--- config.mk ---
export PLATFORM = sky130hd
export DESIGN_NAME = mapper_rom_fetch
export DESIGN_NICKNAME = d
export VERILOG_FILES = /design/src/rtl/mapper_rom_fetch.sv
export SDC_FILE = /design/constraint.sdc
export NUM_CORES = 1
export LEC_CHECK = 0
export BUFFER_PORTS_ARGS = -buffer_cell sky130_fd_sc_hd__buf_2
export CAP_MARGIN = 15
export CORE_MARGIN = 2
export CORE_UTILIZATION = 40
export CTS_CLUSTER_DIAMETER = 200
export CTS_CLUSTER_SIZE = 10
export DETAILED_ROUTE_END_ITERATION = 8
export HOLD_SLACK_MARGIN = 0.06
export PLACE_DENSITY = 0.71
export SLEW_MARGIN = 20
export SYNTH_ARGS = -nofsm -noshare
export SYNTH_HDL_FRONTEND = slang
export SYNTH_SLANG_ARGS = --single-unit
--- constraint.sdc ---
create_clock -name clk -period 2 [get_ports clk]
set_clock_uncertainty 0.15 [all_clocks]
set_input_delay 0.4 -clock clk [delete_from_list [all_inputs] [get_ports clk]]
set_output_delay 0.4 -clock clk [all_outputs]
set_load 0.005 [all_outputs]
--- src/rtl/mapper_rom_fetch.sv ---
// mapper_rom_fetch: turns a mapper ROM hit into a level-handshake SDRAM
// read. It holds the CPU with cpu_wait and returns the byte with a one-cycle
// cpu_data_valid pulse. Unmapped reads and timed-out reads return
// UNMAPPED_DATA. The optional single-entry read cache is enabled by
// defining MAPPER_ROM_FETCH_CACHE_EN.
// Ports: clk, reset (sync, active-high)
//        cpu_req/cpu_rd/map_ram_cs/map_addr -> cpu_wait/cpu_data/cpu_data_valid
//        sdram_req/sdram_addr <-> sdram_ack/sdram_rdata, timeout_err (sticky)
module mapper_rom_fetch #(
  parameter int          TIMEOUT_CYCLES = 255,
  parameter logic [7:0]  UNMAPPED_DATA  = 8'hFF
) (
  input  logic        clk,
  input  logic        reset,
  input  logic        cpu_req,
  input  logic        cpu_rd,
  input  logic        map_ram_cs,
  input  logic [26:0] map_addr,
  output logic        cpu_wait,
  output logic [7:0]  cpu_data,
  output logic        cpu_data_valid,
  output logic        sdram_req,
  output logic [26:0] sdram_addr,
  input  logic        sdram_ack,
  input  logic [7:0]  sdram_rdata,
  output logic        timeout_err
);

  localparam int CW = $clog2(TIMEOUT_CYCLES + 1);

  typedef enum logic [1:0] {
    IDLE, ISSUE, WAIT, DONE
  } state_t;

  state_t        state;
  logic [CW-1:0] cnt;
  logic          rd_req;
  logic          hit;
  logic          start;
  logic          busy;
  logic          expire;

  assign rd_req = cpu_req & cpu_rd;
  assign busy   = (state == ISSUE) | (state == WAIT);
  assign expire = (cnt == CW'(TIMEOUT_CYCLES - 1));

`ifdef MAPPER_ROM_FETCH_CACHE_EN
  logic        cache_valid;
  logic [26:0] cache_tag;
  logic [7:0]  cache_data;

  assign hit = cache_valid & (cache_tag == map_addr);

  always_ff @(posedge clk) begin
    if (reset) begin
      cache_valid <= 1'b0;
      cache_tag   <= '0;
      cache_data  <= '0;
    end else if (busy) begin
      if (sdram_ack) begin
        cache_valid <= 1'b1;
        cache_tag   <= sdram_addr;
        cache_data  <= sdram_rdata;
      end else if (expire) begin
        cache_valid <= 1'b0;
      end
    end
  end
`else
  assign hit = 1'b0;
`endif

  assign start    = rd_req & map_ram_cs & ~hit & (state == IDLE);
  assign cpu_wait = start | busy;

  // sdram_req is raised on the start edge so the first request cycle
  // (ISSUE) can already take an ack; ISSUE and WAIT share the ack and
  // timeout handling, ISSUE being the cycle with counter == 0.
  always_ff @(posedge clk) begin
    if (reset) begin
      state          <= IDLE;
      cnt            <= '0;
      sdram_req      <= 1'b0;
      sdram_addr     <= '0;
      cpu_data       <= 8'hFF;
      cpu_data_valid <= 1'b0;
      timeout_err    <= 1'b0;
    end else begin
      cpu_data_valid <= 1'b0;
      unique case (state)
        IDLE: begin
          if (start) begin
            sdram_addr <= map_addr;
            sdram_req  <= 1'b1;
            cnt        <= '0;
            state      <= ISSUE;
          end else if (rd_req & ~map_ram_cs) begin
            cpu_data       <= UNMAPPED_DATA;
            cpu_data_valid <= 1'b1;
          end
`ifdef MAPPER_ROM_FETCH_CACHE_EN
          else if (rd_req & hit) begin
            cpu_data       <= cache_data;
            cpu_data_valid <= 1'b1;
          end
`endif
        end
        ISSUE, WAIT: begin
          if (sdram_ack) begin
            cpu_data       <= sdram_rdata;
            cpu_data_valid <= 1'b1;
            sdram_req      <= 1'b0;
            state          <= DONE;
          end else if (expire) begin
            cpu_data       <= UNMAPPED_DATA;
            cpu_data_valid <= 1'b1;
            sdram_req      <= 1'b0;
            timeout_err    <= 1'b1;
            state          <= DONE;
          end else begin
            cnt   <= cnt + 1'b1;
            state <= WAIT;
          end
        end
        DONE: begin
          state <= IDLE;
        end
        default: begin
          state <= IDLE;
        end
      endcase
    end
  end

endmodule

# Yosys cells after proc, flatten, opt, wreduce, memory -nomap -nowiden
# Cells that the tools add are included.
[classes]
n_addsub = 1
n_eq_ne = 10
mux = 22
bitwise = 8
n_reduce_logical = 8
[ops]
columns = ["operator", "count"]
rows = [
  ["8-bit two-way mux", 7],
  ["8-bit one-hot mux with 2 select lines", 2],
  ["1-bit two-way mux", 9],
  ["8-bit by 1-bit adder with 8-bit output, second input constant", 1],
  ["8-bit equality test, second input constant", 1],
  ["2-bit != test, second input constant", 4],
  ["4-bit AND reduction", 2],
  ["2-bit one-hot mux with 3 select lines", 1],
  ["3-bit AND reduction", 2],
  ["1-bit bitwise AND", 4],
  ["2-bit equality test, second input constant", 2],
  ["1-bit one-hot mux with 2 select lines", 2],
  ["3-bit != test, second input constant", 1],
  ["2-bit by 1-bit equality test with 1-bit output, second input constant", 1],
  ["2-bit zero test", 1],
  ["2-bit two-way mux", 1],
  ["2-bit by 1-bit != test with 1-bit output, second input constant", 1],
  ["1-bit NOT", 2],
  ["1-bit bitwise OR", 2],
  ["2-bit AND reduction", 1],
  ["2-bit nonzero test", 1],
  ["2-bit OR reduction", 1],
]
[word_totals]
ff_bits = 48
inputBits = 41
output_inout_bits = 39

# Logic depth before layout (Yosys ltp)
[logic_depth]
word_depth = 5
depth_mapped = 8

# Least setup slack after synthesis
# Ideal clock, no wire load.
[synth_timing]
path_type = "register to register"
from = "register state[0]"
to = "register cnt[2]"
setup_ns = 0.059
arrival_time_ns = 1.857
t_required_ns = 1.791
setup_slack_ns = -0.067
path_stages_with_launch = 8
cell_sequence = "dfxtp_1 inv_1 ha_1 buf_6 and4b_4 a211o_1 or4_1 nand2_1"
[synth_via]
elab_chain_len = 4
word_cells_on_any_way = 11
classes_between = "5 x eq/ne; 1 x mux; 1 x bitwise; 4 x reduce/logical"
[synth_lines]
columns = ["item", "line", "source"]
rows = [
  ["start, declared", "35", "state_t state;"],
  ["start signal, assigned", "81", "state <= IDLE;"],
  ["start signal, assigned", "96", "state <= ISSUE;"],
  ["start signal, assigned", "113", "state <= DONE;"],
  ["2-bit by 1-bit equality test with 1-bit output, or another cell as far along", "90", "unique case (state)"],
  ["2-bit OR reduction / 1-bit bitwise AND (equally long branches)", "90, 73", ""],
  ["2-bit != test (no source line) / 2-bit nonzero test (equally long branches)", "--", ""],
  ["4-bit AND reduction (no source line)", "--", ""],
  ["end signal, assigned", "121", "cnt <= cnt + 1'b1;"],
  ["end, declared", "36", "logic [CW-1:0] cnt;"],
]
# Several ways; a longest one is shown, not always the timed one.
# A chain may end at the register's enable or synchronous reset.

# Worst setup path after layout
# Ends and elaborated chain as after synthesis.

==> summary.txt <==
Floorplan
  • Die area: 5510 µm²
  • Die X: 74.3 µm
  • Die Ht: 74.3 µm
  • Io pins: 80
  • Initial Utilization: 41.5%
  • Core area: 4750 µm²
  • Rows: 25

Drt
  • First-pass iteration count of the detailed router: 4
  • Via count: 1,968
  • Via/cell ratio: 4.91
  • Antenna-violating nets left: 0
  • DRT iter0 DRCs: 78
  • DRC Markers: 0
  • Post-DR wirelength/cell: 11.9 µm
  • DRT Wirelength: 4.75 mm

Critical path
  • Crit Path Max Fanout: 7
  • R2R setup slack: 80 ps
  • Worst Path Required: 2100 ps
  • Critical path launch point type: flip-flop
  • Worst Setup End Kind: flip-flop
  • Critical path arrival: 2020 ps
  • Crit Path Class: flip-flop to flip-flop

Finish
  • Share of layout cells above drive strength 1: 33.2%
  • Multi-input gate area: 956 µm²
  • Finished Core Util: 55.7%
  • Antenna cells: 0
  • Layout filler cell count: 479
  • Nets: 379
  • Seq. cell area: 963 µm²
  • Area grow syn2layout: 34.0%

Logic synthesis
  • Synth unique cells: 31
  • Most frequent cell after synthesis: nand2_1
  • Ys flop type: dfxtp_1
  • Post-synthesis mux area share: 0.507%
  • Post-Synth Simple-Gate Area: 23.4%
  • Post-synth EDFFs: 0
  • Synth Area in Compound Gates: 20.5%
  • Sequential share of the synthesized area: 48.7%
  • Post-Syn Instances: 243
  • Top post-synthesis cells by count: 61 x nand2_1, 48 x dfxtp_1, 44 x a21oi_1
  • Synth Warn #: 0
  • Post-Syn Area: 1970 µm²
  • Xor and xnor fraction of the mapped netlist area: 0%
  • Largest family of logic cells by synthesized area: simple AND/OR/NAND/NOR gates
  • Post-synth ARST share: 0%
  • Syn Area/Cell: 8.13 µm²
  • Synth area leader: dfxtp_1
  • Flops & latches, synth: 48
  • Synth top area share: 48.7%
  • Adder-cell share of the synthesized area: 3.17%
  • Synth area leaders: dfxtp_1 49%, nand2_1 12%, a21oi_1 11%, ha_1 3.2%, o21bai_1 3.0%
  • Syn nets: 289

Global route
  • First-pass GRT wire length: 7.78 mm
  • GRT Overall Usage: 18.0%
  • Global route overflow: 0
  • Initial antenna violation count: 0
  • Vias in the first global route: 1,810
  • Largest net degree at the start of global routing: 32

Clock tree
  • CTS root buf: clkbuf_8
  • Clock Latency Late Sink: 300 ps
  • Setup Fix Bufs, Post-CTS: 0
  • Clk slew on worst S/H paths: 90 ps
  • CTS Buffer Depth: 2
  • Clock sinks: 48
  • CTS H-tree lvls: 2
  • TritonCTS clock tree: done
  • Cts bufs inserted: 5
  • Hold buffers post-CTS: 0

Timing
  • Max-slew headroom: 54.1%
  • Hold Violations, Final: 0
  • Final period util: 95.9%
  • Fin crit period: 1920 ps
  • Pins Over Slew Limit: 0
  • WHS: 174 ps
  • RSZ-0062 raised after global routing: false
  • Fmax achieved: 521 MHz
  • Worst-margin pin slew: 684 ps
  • Final setup vio count: 0

Power
  • Switching share of power: 32.8%
  • Pwr Density: 960 nW/µm²
  • Gate power share: 33.4%
  • Power share of the sequential group: 42.5%
  • Clock share of power: 24.0%
  • VDD IR max: 0.440 mV
  • NetSw: 0.832 mW
  • Int Power: 1.71 mW
  • P_leak: 1.19 nW

Placed design
  • I/O Buffers: 79
  • Hpwl dp: 3.38 mm
  • GPL Wtd Cong: 0.853

Hold path
  • Hold crit path type: primary input to flip-flop

Run
  • Max cap viols: 0

Outcome
  • Status: finished, final reports clean
timing repair:
action,4_1_cts,5_1_grt
resized for setup,2,1
endpoints found under the setup margin,6,1
hold endpoints to repair,0,0
pin swaps,0,1
worst paths after layout:
path | start | to | cells after the start
min reg2reg | sdram_addr[17]$_SDFFE_PP0P_ | sdram_addr[17]$_SDFFE_PP0P_ | 2
max | state[0]$_SDFFE_PP0P_ | cnt[2]$_SDFFE_PP0P_ | 6
max reg2reg | state[0]$_SDFFE_PP0P_ | cnt[2]$_SDFFE_PP0P_ | 6
min | map_addr[0] | sdram_addr[0]$_SDFFE_PP0P_ | 3
power groups by stage:
stage / registers (mW) / logic, mW / clock network (mW)
after floorplan: 1.11 / 0.459 / 0
final: 1.08 / 0.849 / 0.610
after global placement: 1.10 / 0.803 / 0
after detailed placement: 1.10 / 0.817 / 0
after global routing: 1.09 / 0.943 / 0.666
after CTS: 1.08 / 0.850 / 0.631
layout by cell type (no fill, tap or decap), drive strengths merged, types with 2 or more instances in the layout:
cell type / n
nand2: 61
nor3: 3
nor2: 13
clkbuf: 6
ha: 5
o21bai: 8
o31ai: 4
buf: 95
or4: 6
inv: 6
and4b: 2
a21oi: 44
o211ai: 3
nand4: 3
dfxtp: 48
or3: 2
nand2b: 3
nand3: 6
o21ai: 6
worst max-delay path, stage by stage (launching register included):
cell	delay (ps)
dfxtp_2	350
inv_2	60
ha_4	290
and4b_4	210
a211o_1	260
or4_1	470
nand2_1	80
metal layers:
layer,share of wire [%],vias to the layer above,GRT usage (%)
met3,3.6,7,3.93
met5,0,-,0
li1,-,1017,-
met1,44,905,22.0
met2,50,39,30.9
met4,1.7,0,7.14
kinds of logic after synthesis:
logic type | after synthesis
AOI/OAI and AO/OA | 70
adders and majority gates | 5
buffers and inverters | 17
DFF | 48
muxes | 1
and+or+nand+nor | 102
state kept, by name, summed over array words and instances, names as in the netlist:
name and cells:
sdram_addr 27, sdram_req 1, cnt 8, cpu_data 8, state 2, timeout_err 1
cpu_data_valid 1
stage by stage:
step           instance area, µm²  power [mW]  setup TNS, ps  setup WS, ps  cells
2_1_floorplan                1980        1.57              0          29.4    243
3_3_place_gp                 2540        1.90              0          40.2    393
3_5_place_dp                 2540        1.92          -23.7         -23.7    393
4_1_cts                      2650        2.56              0          49.4    401
5_1_grt                      2650        2.70              0          32.4    401
6_report                     2650        2.54              0          82.2    401
final cells by class:
cell class / instances / area share [%]
Tap cell: 67 / 3.17
Clock buffer: 6 / 3.12
Multi-Input combinational cell: 178 / 36.1
Timing Repair Buffer: 95 / 20.0
Sequential cell: 48 / 36.4
Inverter: 5 / 0.709
Clock inverter: 2 / 0.520
Power figures use the tool's default switching activity.
